### config.mk
export PLATFORM = sky130hd
export DESIGN_NAME = iomem_cmd_master
export DESIGN_NICKNAME = d
export VERILOG_FILES = /design/src/rtl/iomem_cmd_master.sv
export SDC_FILE = /design/constraint.sdc
export NUM_CORES = 1
export LEC_CHECK = 0
export BUFFER_PORTS_ARGS = -buffer_cell sky130_fd_sc_hd__buf_2
export CAP_MARGIN = 15
export CORE_MARGIN = 2
export CORE_UTILIZATION = 46
export DETAILED_ROUTE_END_ITERATION = 7
export PLACE_DENSITY = 0.81
export SLEW_MARGIN = 20
export SYNTH_ARGS = -nofsm -noshare
export SYNTH_HDL_FRONTEND = slang
export SYNTH_SLANG_ARGS = --single-unit
### constraint.sdc
create_clock -name sysclk -period 2.5 [get_ports sysclk]
set_input_delay 0.25 -clock sysclk [delete_from_list [all_inputs] [get_ports sysclk]]
set_output_delay 0.25 -clock sysclk [all_outputs]
set_load 0.02 [all_outputs]
### src/rtl/iomem_cmd_master.sv
// iomem_cmd_master: turns one command from a valid/ready command port into a
// single picosoc iomem transaction and returns read data and status on a
// valid/ready response port.
// Ports:
//   sysclk, resetn                      clock, synchronous active-low reset
//   cmd_valid/cmd_ready                 command handshake (cmd_ready is combinational)
//   cmd_write, cmd_addr, cmd_wdata,     command payload
//   cmd_wstrb
//   rsp_valid/rsp_ready                 response handshake
//   rsp_rdata, rsp_error                read data, status (00 ok, 01 timeout, 10 misaligned)
//   iomem_valid, iomem_ready,           iomem initiator signals
//   iomem_wstrb, iomem_addr,
//   iomem_wdata, iomem_rdata
module iomem_cmd_master #(
  parameter int unsigned TIMEOUT_CYCLES = 255
) (
  input  logic        sysclk,
  input  logic        resetn,
  input  logic        cmd_valid,
  output logic        cmd_ready,
  input  logic        cmd_write,
  input  logic [31:0] cmd_addr,
  input  logic [31:0] cmd_wdata,
  input  logic [3:0]  cmd_wstrb,
  output logic        rsp_valid,
  input  logic        rsp_ready,
  output logic [31:0] rsp_rdata,
  output logic [1:0]  rsp_error,
  output logic        iomem_valid,
  input  logic        iomem_ready,
  output logic [3:0]  iomem_wstrb,
  output logic [31:0] iomem_addr,
  output logic [31:0] iomem_wdata,
  input  logic [31:0] iomem_rdata
);

  localparam int unsigned TIMER_W = 16;
  localparam logic [1:0] ERR_OK      = 2'b00;
  localparam logic [1:0] ERR_TIMEOUT = 2'b01;
  localparam logic [1:0] ERR_ALIGN   = 2'b10;
  localparam logic [TIMER_W-1:0] TIMER_LAST = TIMER_W'(TIMEOUT_CYCLES - 1);

  typedef enum logic [1:0] {
    IDLE = 2'd0,
    BUS  = 2'd1,
    RESP = 2'd2
  } state_t;

  state_t             state, state_n;
  logic [TIMER_W-1:0] timer, timer_n;
  logic               write_q, write_n;
  logic               iomem_valid_n;
  logic [3:0]         iomem_wstrb_n;
  logic [31:0]        iomem_addr_n;
  logic [31:0]        iomem_wdata_n;
  logic               rsp_valid_n;
  logic [31:0]        rsp_rdata_n;
  logic [1:0]         rsp_error_n;

  // Only one command in flight: accept only while idle and out of reset.
  assign cmd_ready = resetn && (state == IDLE);

  // State and registered outputs.
  always_ff @(posedge sysclk) begin
    if (!resetn) begin
      state       <= IDLE;
      timer       <= '0;
      write_q     <= 1'b0;
      iomem_valid <= 1'b0;
      iomem_wstrb <= '0;
      iomem_addr  <= '0;
      iomem_wdata <= '0;
      rsp_valid   <= 1'b0;
      rsp_rdata   <= '0;
      rsp_error   <= ERR_OK;
    end else begin
      state       <= state_n;
      timer       <= timer_n;
      write_q     <= write_n;
      iomem_valid <= iomem_valid_n;
      iomem_wstrb <= iomem_wstrb_n;
      iomem_addr  <= iomem_addr_n;
      iomem_wdata <= iomem_wdata_n;
      rsp_valid   <= rsp_valid_n;
      rsp_rdata   <= rsp_rdata_n;
      rsp_error   <= rsp_error_n;
    end
  end

  // Next-state and next-output values.
  always_comb begin
    state_n       = state;
    timer_n       = timer;
    write_n       = write_q;
    iomem_valid_n = iomem_valid;
    iomem_wstrb_n = iomem_wstrb;
    iomem_addr_n  = iomem_addr;
    iomem_wdata_n = iomem_wdata;
    rsp_valid_n   = rsp_valid;
    rsp_rdata_n   = rsp_rdata;
    rsp_error_n   = rsp_error;

    case (state)
      IDLE: begin
        if (cmd_valid) begin
          write_n = cmd_write;
          if (cmd_addr[1:0] != 2'b00) begin
            // Misaligned: answer directly, never touch the bus.
            state_n     = RESP;
            rsp_valid_n = 1'b1;
            rsp_rdata_n = '0;
            rsp_error_n = ERR_ALIGN;
          end else begin
            state_n       = BUS;
            iomem_valid_n = 1'b1;
            iomem_addr_n  = cmd_addr;
            iomem_wdata_n = cmd_wdata;
            iomem_wstrb_n = cmd_write ? cmd_wstrb : 4'b0000;
            timer_n       = '0;
          end
        end
      end

      BUS: begin
        // Ready takes priority over an expiring timer.
        if (iomem_ready) begin
          state_n       = RESP;
          iomem_valid_n = 1'b0;
          rsp_valid_n   = 1'b1;
          rsp_rdata_n   = write_q ? 32'h0 : iomem_rdata;
          rsp_error_n   = ERR_OK;
        end else if (timer == TIMER_LAST) begin
          state_n       = RESP;
          iomem_valid_n = 1'b0;
          rsp_valid_n   = 1'b1;
          rsp_rdata_n   = '0;
          rsp_error_n   = ERR_TIMEOUT;
        end else begin
          timer_n = timer + TIMER_W'(1);
        end
      end

      RESP: begin
        if (rsp_ready) begin
          state_n     = IDLE;
          rsp_valid_n = 1'b0;
        end
      end

      default: begin
        state_n = IDLE;
      end
    endcase
  end

endmodule

### Yosys cells after proc, flatten, opt, wreduce, memory -nomap -nowiden

Cells that the tools add are included.

| cells by class | value |
|---|---|
| add/sub/neg operators | 1 |
| equality and inequality tests | 10 |
| mux-type cells | 34 |
| bitwise logic cells | 1 |
| reductions and logical operators | 12 |

Operators by type and width:

| operator | count |
|---|---|
| two-way mux 32 bit | 5 |
| two-way mux 16 bit | 4 |
| one-hot mux 32 bit (2 select lines) | 1 |
| one-hot mux 16 bit (2 select lines) | 1 |
| two-way mux 2 bit | 9 |
| adder 16 x 1 -> 16 bit (second input constant) | 1 |
| == test 16 x 8 -> 1 bit (second input constant) | 1 |
| != test 2 bit (second input constant) | 5 |
| AND reduction 5 bit | 2 |
| two-way mux 1 bit | 9 |
| AND reduction 4 bit | 2 |
| one-hot mux 2 bit (3 select lines) | 1 |
| AND reduction 3 bit | 2 |
| two-way mux 4 bit | 1 |
| one-hot mux 2 bit (2 select lines) | 1 |
| nonzero test 2 bit | 2 |
| != test 3 bit (second input constant) | 1 |
| one-hot mux 1 bit (3 select lines) | 1 |
| nonzero test 3 bit | 1 |
| == test 2 x 1 -> 1 bit (second input constant) | 1 |
| == test 2 bit (second input constant) | 1 |
| zero test 2 bit | 1 |
| != test 2 x 1 -> 1 bit (second input constant) | 1 |
| one-hot mux 1 bit (2 select lines) | 1 |
| 3 further kinds | 3 |

| word-level totals | value |
|---|---|
| output and inout bits | 105 |
| input bits | 106 |
| flip-flop bits (word level) | 123 |

### Depth between registers and ports, before layout

Gate-level depths: netlist of the first run.

| depth | value |
|---|---|
| word-level depth | 4 |
| gate-level depth with buffers | 9 |
| mapped depth without buffers | 7 |

### Least setup slack after synthesis of the first run

OpenSTA, ideal clock, no wires.

| path | value |
|---|---|
| kind | reg2reg |
| start | reg timer[0] |
| end | reg rsp_rdata[0] |
| arrival time | 1.728 ns |
| required time | 2.383 ns |
| path slack | 0.655 ns |
| path buffers | 2 |
| setup time | 0.117 ns |
| stages on the path, launching flop included | 10 |
| period minus slack after synthesis | 1.845 ns |
| cell sequence | dfxtp_1 > inv_1 > ha_1 > nor4b_1 > and4_1 > o21ai_1 > and2_1 > clkbuf_1 > buf_2 > a22o_1 |

| on the way | value |
|---|---|
| word-level cells in the longest chain between the ends | 3 |

RTL lines:

| what | RTL line | RTL |
|---|---|---|
| start, declared | 50 | `logic [TIMER_W-1:0] timer, timer_n;` |
| start signal, assigned | 78 | `timer <= timer_n;` |
| == test 16 x 8 -> 1 bit | 132 | `end else if (timer == TIMER_LAST) begin` |
| != test 3 bit (no source line) | -- |  |
| AND reduction 4 bit (no source line) | -- |  |
| end signal, assigned | 85 | `rsp_rdata <= rsp_rdata_n;` |
| end, declared | 27 | `output logic [31:0] rsp_rdata,` |

No other way between the ends.
A chain may end at the register's enable or synchronous reset.

### Worst setup path in the final report of the first run

| path | value |
|---|---|
| start | reg timer[0] |
| end | reg timer[11] |

| on the way | value |
|---|---|
| word-level cells in the longest chain between the ends | 4 |
| elaborated cells between the ends (all ways) | 7 |
| those cells by class | 1 x add/sub; 2 x eq/ne; 3 x mux; 1 x reduce/logical |

RTL lines:

| what | RTL line | RTL |
|---|---|---|
| adder 16 x 1 -> 16 bit | 139 | `timer_n = timer + TIMER_W'(1);` |
| two-way mux 16 bit | 132 |  |
| two-way mux 16 bit | 126 | `if (iomem_ready) begin` |
| one-hot mux 16 bit (2 select lines) | 103 | `case (state)` |

Parallel ways exist; a longest one is shown, timed or not. The select of a mux whose other input is x is not followed.

==> summary.md, run 1 <==
• **Crit Path Category** reg2reg
• **worst min path class** in2reg
• **number of distinct library cells after synthesis** 38
• **Final Hold Fails** 0
• **deepest clock path buffer count** 2
• **transition time at the pin with the least slew margin** 0.688 ns
• **maximum clock skew at final layout** 0.00725 ns
• **TNS Setup** 0 ns
• **vias in the first global route** 5135
• **clock root buffer master** sky130_fd_sc_hd__clkbuf_8
• **routability-driven placement congestion ratio** 0.829
• **count of cells along the worst register-to-register path** 8
• **largest net degree at the start of global routing** 68
• **Finish-stage setup viols** 0
• **cell with the most instances after synthesis** sky130_fd_sc_hd__nand2_1
• **sequential cell fraction of total power** 0.384
• **antenna-violating nets left** 0
• **number of register bits inferred by synthesis** 123
• **startpoint types** flip-flop
• **GR met2 Demand/Resource** 0.503
• **number of buffers inserted during clock tree synthesis** 17
• **data arrival time at the worst-slack endpoint** 2.67 ns
• **effective utilization at floorplan** 0.472
• **timing-limited maximum frequency** 450 MHz
• **detailed-placement wirelength estimate** 8.43 mm
• **core area** 0.00973 mm^2
• **Top Usage Layer GRT** met2
• **number of flops mapped to enable cells by yosys** 0
• **async set-or-reset flop fraction in the synthesized netlist** 0
• **VDD IR max** 549 uV
• **fraction of synthesized cell area taken by the top area cell type** 0.536
• **MaxCap Viol Count** 0
• **cell internal power dissipation** 4.14 mW
• **setup repair after global routing missed its margin** false
• **WL per Instance** 16.7 um
• **hold-critical path endpoint** iomem_addr[24]
• **Die X** 104 um
• **vias per cell** 5.25
• **commonest cells in the netlist** 146 x sky130_fd_sc_hd__nand2_1, 123 x sky130_fd_sc_hd__dfxtp_1, 69 x sky130_fd_sc_hd__a21boi_0
• **drt drc** 0
• **number of antenna diodes** 0
• **Top-Level Pins** 211
• **total global routing track utilization** 0.295
• **initial antenna violation count** 0
• **H-tree levels** 4
• **post-CTS setup buffers** 0
• **critical path required time** 2.95 ns
• **fin crit period** 2.22 ns
• **run status** completed
• **cell taking the most area after synthesis** sky130_fd_sc_hd__dfxtp_1
• **largest cells by area after synthesis** sky130_fd_sc_hd__dfxtp_1 54%, sky130_fd_sc_hd__nand2_1 12%, sky130_fd_sc_hd__a21boi_0 11%
• **setup slack on the worst flop-to-flop path** 0.28 ns
• **M3 GR Usage** 0.109
• **number of nets produced by synthesis** 612
• **DRC marker count from the first detailed-route iteration** 369
• **capturing element type of the critical path** flip-flop
• **share of the clock period used by the worst path** 0.889
• **Post-Synthesis Cells** 504
• **count of nets after finishing** 908
• **power per cell area** 721 mW/mm^2
• **count of synthesis-stage warnings from yosys** 0
• **reg-to-reg critical path startpoint** timer[0]
• **number of filler cells placed in the layout** 580
• **Max FO, Critical Path** 15
• **overall via count from detail_route** 4965
• **Total Wirelength** 15.8 mm
• **CTS clock-pin slew for the worst setup and hold paths** 0.06 ns
• **syn_area_per_cell** 9.11 um^2
• **Die ar.** 0.0108 mm^2
• **static leakage power** 3.28 nW
• **launch point of the worst hold path** cmd_addr[24]
• **final global-route overflow total** 0
• **Switching Share** 0.217
• **Rows** 36
• **Sinks on Clock Net** 123
• **WHS Path Cells** 3
• **ys flop type** sky130_fd_sc_hd__dfxtp_1
• **relative slew slack** 0.542
• **sequential area share after synthesis** 0.536
• **number of gates resized after CTS** 0
• **combinational share of power** 0.092
• **Max Slew Vio Count** 0
• **switching component of the power** 1.15 mW
• **final core area utilization** 0.755
• **wire length of the first global-routing pass** 25.4 mm
• **layout-stage area growth over the synthesis result** 60.0%
• **Port Buffers** 210
• **Clk Latency, worst-skew pair** 0.52 ns
• **first-pass iteration count of the detailed router** 5
• **clock tree from TritonCTS** done
• **layout cell share with drive strength beyond 1** 0.316
• **height of the die** 104 um
• **Clk pwr share** 0.523
• **reg2reg end** timer[11]
• **met1 usage in global routing** 0.328
• **combined area of all synthesized cells** 0.00459 mm^2
[sequential cells by signal, indices dropped and copies added, names as in the netlist]
name,flops
iomem_addr,32
iomem_valid,1
iomem_wdata,32
iomem_wstrb,4
rsp_error,2
rsp_rdata,32
rsp_valid,1
state,2
timer,16
write_q,1
[placed cells by master, fill, tap and decap left out, types with 4 or more instances in the layout]
master,count
sky130_fd_sc_hd__or4_1,5
sky130_fd_sc_hd__buf_2,210
sky130_fd_sc_hd__buf_4,8
sky130_fd_sc_hd__a21boi_0,69
sky130_fd_sc_hd__bufinv_16,6
sky130_fd_sc_hd__nor2b_1,6
sky130_fd_sc_hd__a21oi_1,8
sky130_fd_sc_hd__nand3_1,11
sky130_fd_sc_hd__clkbuf_16,16
sky130_fd_sc_hd__clkinv_2,4
sky130_fd_sc_hd__o21ai_0,6
sky130_fd_sc_hd__nand4_1,5
sky130_fd_sc_hd__nor2_1,7
sky130_fd_sc_hd__dlygate4sd3_1,93
sky130_fd_sc_hd__nand2_1,146
sky130_fd_sc_hd__clkbuf_8,4
sky130_fd_sc_hd__a22o_1,32
sky130_fd_sc_hd__dfxtp_1,123
sky130_fd_sc_hd__and3_1,8
[worst max-delay path by stage]
stage | start | end | cells past startpoint
2_1_floorplan | timer[0] | rsp_rdata[0] | 9
3_3_place_gp | timer[0] | rsp_rdata[26] | 7
3_5_place_dp | timer[0] | rsp_rdata[2] | 7
4_1_cts | timer[0] | rsp_rdata[16] | 7
5_1_grt | timer[0] | timer[11] | 8
6_report | timer[0] | timer[11] | 8
[cell families (layout without fill, tap and decap cells)]
group | Yosys count | in the layout | synth area share
buffers and inverters | 37 | 346 | 0.0333
xor gates and xnor gates | 2 | 2 | 0.00382
adders and majority gates | 2 | 2 | 0.00545
AOI/OAI and AO/OA | 129 | 129 | 0.213
DFF | 123 | 123 | 0.536
and+or+nand+nor | 210 | 210 | 0.206
muxes | 1 | 1 | 0.00218
[layer usage]
metal | vias to the layer above | part of all wire
met4 | 0 | 0.032
met5 | - | 0
met1 | 2300 | 0.38
met2 | 285 | 0.50
met3 | 49 | 0.091
li1 | 2331 | -
[metrics by stage]
step / instances / setup WS (ns) / cell area [um^2] / total power, mW / hold slack (ns)
global placement: 821 / 0.235 / 5740 / 2.41 / 0.446
finish: 946 / 0.278 / 7340 / 5.29 / 0.0153
detailed placement: 821 / 0.0775 / 5740 / 2.42 / 0.451
global route: 946 / 0.109 / 7340 / 5.45 / 0.00732
floorplan: 504 / 0.655 / 4590 / 2.26 / 0.383
CTS: 946 / 0.0627 / 7340 / 5.30 / 0.000620
[critical path: stages (launching register included)]
cell	delay (ns)
sky130_fd_sc_hd__dfxtp_1	0.35
sky130_fd_sc_hd__inv_1	0.10
sky130_fd_sc_hd__ha_1	0.14
sky130_fd_sc_hd__nor4b_1	0.33
sky130_fd_sc_hd__nand4_1	0.25
sky130_fd_sc_hd__a21oi_1	0.45
sky130_fd_sc_hd__buf_4	0.28
sky130_fd_sc_hd__o21ai_0	0.11
sky130_fd_sc_hd__a21oi_1	0.13
[repair_timing]
action / CTS / global route
endpoints found under the setup margin: 0 / 0
endpoints found under the hold margin: 93 / 0
hold buffers: 93 / 0
[power groups by stage]
stage	clock network [mW]	registers, mW	logic [mW]
2_1_floorplan	0	2.12	0.135
3_3_place_gp	0	2.07	0.341
3_5_place_dp	0	2.07	0.350
4_1_cts	2.81	2.03	0.464
5_1_grt	2.89	2.04	0.521
6_report	2.77	2.03	0.488
[final cells by class]
class	instances	area (um^2)	share of cell area
flip-flops and latches	123	2460	0.335
repair buffers	311	2040	0.278
clock inverters	12	216	0.0295
clock buffers	20	455	0.0620
well taps	133	166	0.0227
inverters	3	11.3	0.00153
multi-input cells	344	1990	0.271
Note: power is estimated with default switching activity, not from simulation.
==> run 2: changes to the inputs <==
--- a/config.mk
+++ b/config.mk
@@ -7,8 +7,10 @@
 export LEC_CHECK = 0
 export BUFFER_PORTS_ARGS = -buffer_cell sky130_fd_sc_hd__buf_2
 export CAP_MARGIN = 15
+export CELL_PAD_IN_SITES_DETAIL_PLACEMENT = 2
+export CELL_PAD_IN_SITES_GLOBAL_PLACEMENT = 2
 export CORE_MARGIN = 2
-export CORE_UTILIZATION = 46
+export CORE_UTILIZATION = 26
 export DETAILED_ROUTE_END_ITERATION = 7
 export PLACE_DENSITY = 0.81
 export SLEW_MARGIN = 20
==> constraint.sdc (replaced) <==
create_clock -name sysclk -period 2.5 [get_ports sysclk]
set_input_delay 0.25 -clock sysclk [delete_from_list [all_inputs] [get_ports sysclk]]
set_output_delay 0.25 -clock sysclk [all_outputs]
set_load 0.05 [all_outputs]
==> summary.md, run 2 (synthesis gave the netlist of run 1 again) <==
• **Multi-input gate area** 0.00199 mm^2, about the same
• **area used by sequential logic in the layout** 0.00246 mm^2, unchanged
• **Max FO, Critical Path** 32, was 15
• **MaxCap Viol Count** 0, unchanged
• **Die X** 137 um, was 104 um
• **number of gates resized after CTS** 0, unchanged
• **leading cell type in the layout, fill and taps excluded** sky130_fd_sc_hd__buf_2, unchanged
• **WHS Path Cells** 2, was 3
• **fin crit period** 2.22 ns, about the same
• **WL per Instance** 17.6 um, was 16.7 um
• **critical path required time** 2.79 ns, was 2.95 ns
• **hold-critical path endpoint** rsp_rdata[9], was iomem_addr[24]
• **startpoint types** flip-flop, unchanged
• **detailed-placement wirelength estimate** 12.1 mm, was 8.43 mm
• **share of the clock period used by the worst path** 0.888, was 0.889
• **largest net degree at the start of global routing** 73, was 68
• **most frequent cells in the layout** 210 x sky130_fd_sc_hd__buf_2, 146 x sky130_fd_sc_hd__nand2_1, 123 x sky130_fd_sc_hd__dfxtp_1, unchanged
• **antenna-violating nets left** 0, unchanged
• **overall via count from detail_route** 4571, was 4965
• **worst min path class** in2reg, unchanged
• **TNS Setup** 0 ns, unchanged
• **effective utilization at floorplan** 0.265, was 0.472
• **Die ar.** 0.0187 mm^2, was 0.0108 mm^2
• **total global routing track utilization** 0.181, was 0.295
• **H-tree levels** 4, unchanged
• **core area** 0.0173 mm^2, was 0.00973 mm^2
• **largest registers in the final layout** iomem_addr x32, iomem_wdata x32, rsp_rdata x32, unchanged
• **clock tree from TritonCTS** done, unchanged
• **number of cells in the finished layout apart from fillers** 945, was 946
• **transition time at the pin with the least slew margin** 0.646 ns, was 0.688 ns
• **reg-to-reg critical path startpoint** timer[0], unchanged
• **reg2reg end** rsp_rdata[14], was timer[11]
• **post-CTS setup buffers** 0, unchanged
• **Port Buffers** 210, unchanged
• **count of cells along the worst register-to-register path** 8, unchanged
• **number of cells in the design after placement** 913, was 821
• **Total Wirelength** 16.7 mm, was 15.8 mm
• **first-pass iteration count of the detailed router** 4, was 5
• **Top-Level Pins** 211, unchanged
• **setup slack on the worst flop-to-flop path** 0.28 ns, about the same
• **maximum clock skew at final layout** 0.00890 ns, was 0.00725 ns
• **initial antenna violation count** 0, unchanged
• **number of antenna diodes** 0, unchanged
• **post-route design area** 0.00648 mm^2, was 0.00734 mm^2
• **launch point of the worst hold path** iomem_rdata[9], was cmd_addr[24]
• **Final Hold Fails** 0, unchanged
• **cell internal power dissipation** 3.76 mW, was 4.14 mW
• **first element of the critical path** timer[0], unchanged
• **Finish-stage setup viols** 0, unchanged
• **Switching Share** 0.257, was 0.217
• **switching component of the power** 1.30 mW, was 1.15 mW
• **layout-stage area growth over the synthesis result** 41.1%, was 60.0%
• **run status** completed, unchanged
• **count of nets after finishing** 815, was 908
• **combinational share of power** 0.093, was 0.092
• **CTS clock-pin slew for the worst setup and hold paths** 0.06 ns, about the same
• **clock root buffer master** sky130_fd_sc_hd__clkbuf_16, was sky130_fd_sc_hd__clkbuf_8
• **wire length of the first global-routing pass** 26.3 mm, was 25.4 mm
• **number of buffers inserted during clock tree synthesis** 17, unchanged
• **layout cell share with drive strength beyond 1** 0.354, was 0.316
• **data arrival time at the worst-slack endpoint** 2.51 ns, was 2.67 ns
• **area post-placement** 0.00587 mm^2, was 0.00574 mm^2
• **final core area utilization** 0.375, was 0.755
• **worst setup slack after layout** 0.280 ns, was 0.278 ns
• **Clk Latency, worst-skew pair** 0.41 ns, was 0.52 ns
• **sum of internal, switching and leakage power** 5.06 mW, was 5.29 mW
• **static leakage power** 2.86 nW, was 3.28 nW
• **drt drc** 0, unchanged
• **sequential cell fraction of total power** 0.402, was 0.384
• **height of the die** 137 um, was 104 um
• **relative slew slack** 0.569, was 0.542
• **vias in the first global route** 5124, was 5135
• **Clk pwr share** 0.505, was 0.523
• **deepest clock path buffer count** 2, unchanged
• **Sinks on Clock Net** 123, unchanged
• **setup repair after global routing missed its margin** false, unchanged
• **Crit Path Category** reg2reg, unchanged
• **VDD IR max** 465 uV, was 549 uV
• **Rows** 48, was 36
• **number of filler cells placed in the layout** 1983, was 580
• **capturing element type of the critical path** flip-flop, unchanged
• **vias per cell** 4.84, was 5.25
• **Hold Worst Slack** 0.0578 ns, was 0.0153 ns
• **Max Slew Vio Count** 0, unchanged
• **CTS Hold Bufs** 0, was 93
• **final global-route overflow total** 0, unchanged
• **DRC marker count from the first detailed-route iteration** 146, was 369
• **power per cell area** 780 mW/mm^2, was 721 mW/mm^2
• **worst setup timing slack at the placement stage** 0.360 ns, was 0.0775 ns
• **timing-limited maximum frequency** 451 MHz, was 450 MHz
• **routability-driven placement congestion ratio** 0.810, was 0.829
-- run 2: routing by layer --
metal / part of all wire / GRT usage / up-vias
met5: 0 / 0 / -
met4: 0.020 / 0.0699 / 0
met3: 0.091 / 0.0733 / 27
met2: 0.51 / 0.327 / 173
met1: 0.38 / 0.187 / 2228
li1: - / - / 2143
-- run 2: worst max path at each step --
stage                    endpoint  slack (ns)  cells after the start
finish              rsp_rdata[14]        0.28                      8
global route        rsp_rdata[14]        0.13                      8
CTS                 rsp_rdata[20]        0.28                      8
detailed placement  rsp_rdata[20]        0.36                      8
global placement    iomem_addr[1]        0.48                      4
floorplan               cmd_ready        0.37                      3
-- run 2: worst max-delay path, stage by stage, from the launching register on --
cell and delay (ns):
sky130_fd_sc_hd__dfxtp_1 0.35, sky130_fd_sc_hd__inv_1 0.09, sky130_fd_sc_hd__ha_1 0.16, sky130_fd_sc_hd__nor4b_1 0.36, sky130_fd_sc_hd__and4_1 0.34, sky130_fd_sc_hd__o21ai_1 0.13
sky130_fd_sc_hd__and2_1 0.20, sky130_fd_sc_hd__buf_4 0.23, sky130_fd_sc_hd__a22o_1 0.23
-- run 2: layout make-up --
type	instances	area share
multi-input cells	344	0.307
clock buffers	19	0.0684
inverters	3	0.00174
well taps	225	0.0435
repair buffers	218	0.173
clock inverters	13	0.0261
flip-flops and latches	123	0.380
-- run 2: power groups by stage --
stage	Sequential (mW)	Combinational, mW	Clock, mW
after floorplan	2.22	0.139	0
after global placement	2.07	0.458	0
after detailed placement	2.08	0.477	0
after CTS	2.03	0.479	2.63
after global routing	2.04	0.507	2.73
final	2.03	0.470	2.55
==> run 3: changes to the inputs <==
--- a/config.mk
+++ b/config.mk
@@ -5,12 +5,13 @@
 export SDC_FILE = /design/constraint.sdc
 export NUM_CORES = 1
 export LEC_CHECK = 0
+export ABC_AREA = 1
 export BUFFER_PORTS_ARGS = -buffer_cell sky130_fd_sc_hd__buf_2
 export CAP_MARGIN = 15
 export CELL_PAD_IN_SITES_DETAIL_PLACEMENT = 2
 export CELL_PAD_IN_SITES_GLOBAL_PLACEMENT = 2
 export CORE_MARGIN = 2
-export CORE_UTILIZATION = 26
+export CORE_UTILIZATION = 25
 export DETAILED_ROUTE_END_ITERATION = 7
 export PLACE_DENSITY = 0.81
 export SLEW_MARGIN = 20
==> summary.md, run 3 <==
• **run status** completed, unchanged
• **count of nets after finishing** 974, was 815
• **share of the clock period used by the worst path** 0.804, was 0.888
• **CTS Hold Bufs** 0, unchanged
• **cell type with the highest occurrence count on the critical path** sky130_fd_sc_hd__nand2_1
• **critical path required time** 2.77 ns, was 2.79 ns
• **capturing element type of the critical path** flip-flop, unchanged
• **Top Family by Delay on Critical Path** simple AND/OR/NAND/NOR gates, unchanged
• **clock root buffer master** sky130_fd_sc_hd__clkbuf_16, unchanged
• **number of filler cells placed in the layout** 2347, was 1983
• **Die X** 145 um, was 137 um
• **post-CTS setup buffers** 0, unchanged
• **overall via count from detail_route** 5165, was 4571
• **largest net degree at the start of global routing** 66, was 73
• **ys flop type** sky130_fd_sc_hd__dfxtp_1, unchanged
• **detailed-placement wirelength estimate** 13.1 mm, was 12.1 mm
• **number of flops mapped to enable cells by yosys** 0, unchanged
• **H-tree levels** 4, unchanged
• **Max FO, Critical Path** 35, was 32
• **worst setup timing slack at the placement stage** 0.496 ns, was 0.360 ns
• **power per cell area** 784 mW/mm^2, was 780 mW/mm^2
• **TNS Setup** 0 ns, unchanged
• **effective utilization at floorplan** 0.255, was 0.265
• **layout-stage area growth over the synthesis result** 37.5%, was 41.1%
• **Top-Level Pins** 211, unchanged
• **leading cell type in the layout, fill and taps excluded** sky130_fd_sc_hd__nand2_1, was sky130_fd_sc_hd__buf_2
• **number of gates resized after CTS** 0, unchanged
• **maximum clock skew at final layout** 0.00824 ns, was 0.00890 ns
• **data arrival time at the worst-slack endpoint** 2.28 ns, was 2.51 ns
• **Final Hold Fails** 0, unchanged
• **number of register bits inferred by synthesis** 123, unchanged
• **VDD IR max** 457 uV, was 465 uV
• **WL per Instance** 15.8 um, was 17.6 um
• **number of buffer and inverter instances along the worst setup path** 1, was 2
• **MaxCap Viol Count** 0, unchanged
• **area used by sequential logic in the layout** 0.00246 mm^2, unchanged
• **antenna-violating nets left** 0, unchanged
• **Clk Latency, worst-skew pair** 0.42 ns, was 0.41 ns
• **DRC marker count from the first detailed-route iteration** 181, was 146
• **timing-limited maximum frequency** 498 MHz, was 451 MHz
• **fin crit period** 2.01 ns, was 2.22 ns
• **initial antenna violation count** 1, was 0
• **fraction of synthesized cell area taken by the top area cell type** 0.496, was 0.536
• **CTS clock-pin slew for the worst setup and hold paths** 0.06 ns, about the same
• **vias per cell** 4.51, was 4.84
• **static leakage power** 2.98 nW, was 2.86 nW
• **commonest cells in the netlist** 257 x sky130_fd_sc_hd__nand2_1, 123 x sky130_fd_sc_hd__dfxtp_1, 116 x sky130_fd_sc_hd__a21oi_1, was 146 x sky130_fd_sc_hd__nand2_1, 123 x sky130_fd_sc_hd__dfxtp_1, 69 x sky130_fd_sc_hd__a21boi_0
• **number of distinct library cells after synthesis** 29, was 38
• **Crit Path Category** reg2reg, unchanged
• **height of the die** 145 um, was 137 um
• **sequential area share after synthesis** 0.496, was 0.536
• **Die ar.** 0.0210 mm^2, was 0.0187 mm^2
• **number of buffers inserted during clock tree synthesis** 17, unchanged
• **deepest clock path buffer count** 2, unchanged
• **combined area of all synthesized cells** 0.00496 mm^2, was 0.00459 mm^2
• **count of synthesis-stage warnings from yosys** 0, unchanged
• **worst min path class** in2reg, unchanged
• **cell with the most instances after synthesis** sky130_fd_sc_hd__nand2_1, unchanged
• **largest cells by area after synthesis** sky130_fd_sc_hd__dfxtp_1 50%, sky130_fd_sc_hd__nand2_1 19%, sky130_fd_sc_hd__a21oi_1 12%, was sky130_fd_sc_hd__dfxtp_1 54%, sky130_fd_sc_hd__nand2_1 12%, sky130_fd_sc_hd__a21boi_0 11%
• **total global routing track utilization** 0.178, was 0.181
• **most frequent cells in the layout** 257 x sky130_fd_sc_hd__nand2_1, 210 x sky130_fd_sc_hd__buf_2, 123 x sky130_fd_sc_hd__dfxtp_1, was 210 x sky130_fd_sc_hd__buf_2, 146 x sky130_fd_sc_hd__nand2_1, 123 x sky130_fd_sc_hd__dfxtp_1
• **Sinks on Clock Net** 123, unchanged
• **Total Wirelength** 18.1 mm, was 16.7 mm
• **Post-Synthesis Cells** 667, was 504
• **layout cell share with drive strength beyond 1** 0.301, was 0.354
• **async set-or-reset flop fraction in the synthesized netlist** 0, unchanged
• **largest registers in the final layout** iomem_addr x32, iomem_wdata x32, rsp_rdata x32, unchanged
• **wire length of the first global-routing pass** 28.7 mm, was 26.3 mm
• **routability-driven placement congestion ratio** 0.793, was 0.810
• **WHS Path Cells** 3, was 2
• **max incr delay on CP** 0.48 ns, was 0.36 ns
• **ordered cell list for the critical path** nand2_1 -> inv_1 -> nand2_1 -> nor2_1 -> nand2_1 -> nand2_4 -> nand3_4 -> nand2_1 -> a21oi_1, was inv_1 -> ha_1 -> nor4b_1 -> and4_1 -> o21ai_1 -> and2_1 -> buf_4 -> a22o_1
• **core area** 0.0195 mm^2, was 0.0173 mm^2
• **WP depth** 9, was 8
• **count of cells along the worst register-to-register path** 9, was 8
• **final global-route overflow total** 0, unchanged
• **vias in the first global route** 5473, was 5124
• **first-pass iteration count of the detailed router** 4, unchanged
• **clock tree from TritonCTS** done, unchanged
• **slowest library cell on the worst path** sky130_fd_sc_hd__dfxtp_1, was sky130_fd_sc_hd__nor4b_1
• **setup repair after global routing missed its margin** false, unchanged
• **relative slew slack** 0.521, was 0.569
• **Multi-input gate area** 0.00213 mm^2, was 0.00199 mm^2
• **transition time at the pin with the least slew margin** 0.718 ns, was 0.646 ns
• **startpoint types** flip-flop, unchanged
• **drt drc** 0, unchanged
• **cell taking the most area after synthesis** sky130_fd_sc_hd__dfxtp_1, unchanged
• **Max Slew Vio Count** 0, unchanged
• **syn_area_per_cell** 7.44 um^2, was 9.11 um^2
• **Rows** 51, was 48
• **worst setup slack after layout** 0.491 ns, was 0.280 ns
• **Finish-stage setup viols** 0, unchanged
• **Port Buffers** 210, unchanged
• **number of nets produced by synthesis** 775, was 612
-- run 3: final cells by class --
cell class,instances,share of cell area
tap,265,0.0486
sequential,123,0.361
inverter,35,0.0198
timing repair buffer,216,0.163
clock inverter,14,0.0323
multi-input combinational,473,0.312
antenna,1,0.000367
clock buffer,18,0.0629
-- run 3: worst paths after layout --
path	startpoint	to	slack [ns]
max reg2reg	timer[5]	rsp_rdata[8]	0.49
min reg2reg	rsp_valid	rsp_valid	0.45
max	timer[5]	rsp_rdata[8]	0.49
min	cmd_addr[11]	iomem_addr[11]	0.07
-- run 3: logic make-up after synthesis --
logic type	Yosys count	synth area share
and+or+nand+nor	351	0.300
DFF	123	0.496
AOI/OAI and AO/OA	119	0.122
buffers and inverters	71	0.0744
adders and majority gates	2	0.00504
xor gates and xnor gates	1	0.00177
-- run 3: metrics by stage --
step | hold slack [ns] | power [mW] | instance area, um^2 | instances | util
floorplan | 0.373 | 2.45 | 4960 | 667 | -
global placement | 0.437 | 2.62 | 6170 | 1112 | 0.317
detailed placement | 0.443 | 2.63 | 6170 | 1112 | 0.317
CTS | 0.0500 | 5.43 | 6820 | 1144 | 0.350
global route | 0.0661 | 5.56 | 6820 | 1144 | 0.350
finish | 0.0669 | 5.34 | 6820 | 1145 | 0.350
-- run 3: power by group --
group / total (mW) / internal [mW] / leakage [nW] / switching [mW]
registers: 2.04 / 2.01 / 0.995 / 0.0305
logic: 0.540 / 0.150 / 1.66 / 0.390
clock network: 2.76 / 1.78 / 0.320 / 0.985
-- run 3: routing by layer --
layer / vias up / share of wire / GRT usage
met3: 23 / 0.069 / 0.0681
li1: 2535 / - / -
met2: 122 / 0.52 / 0.312
met4: 0 / 0.015 / 0.0537
met5: - / 0 / 0
met1: 2485 / 0.40 / 0.199
-- run 3: worst min-delay path, cell delays in order --
cell                      delay, ns
sky130_fd_sc_hd__buf_2         0.10
sky130_fd_sc_hd__nand2_1       0.05
sky130_fd_sc_hd__a21oi_1       0.05
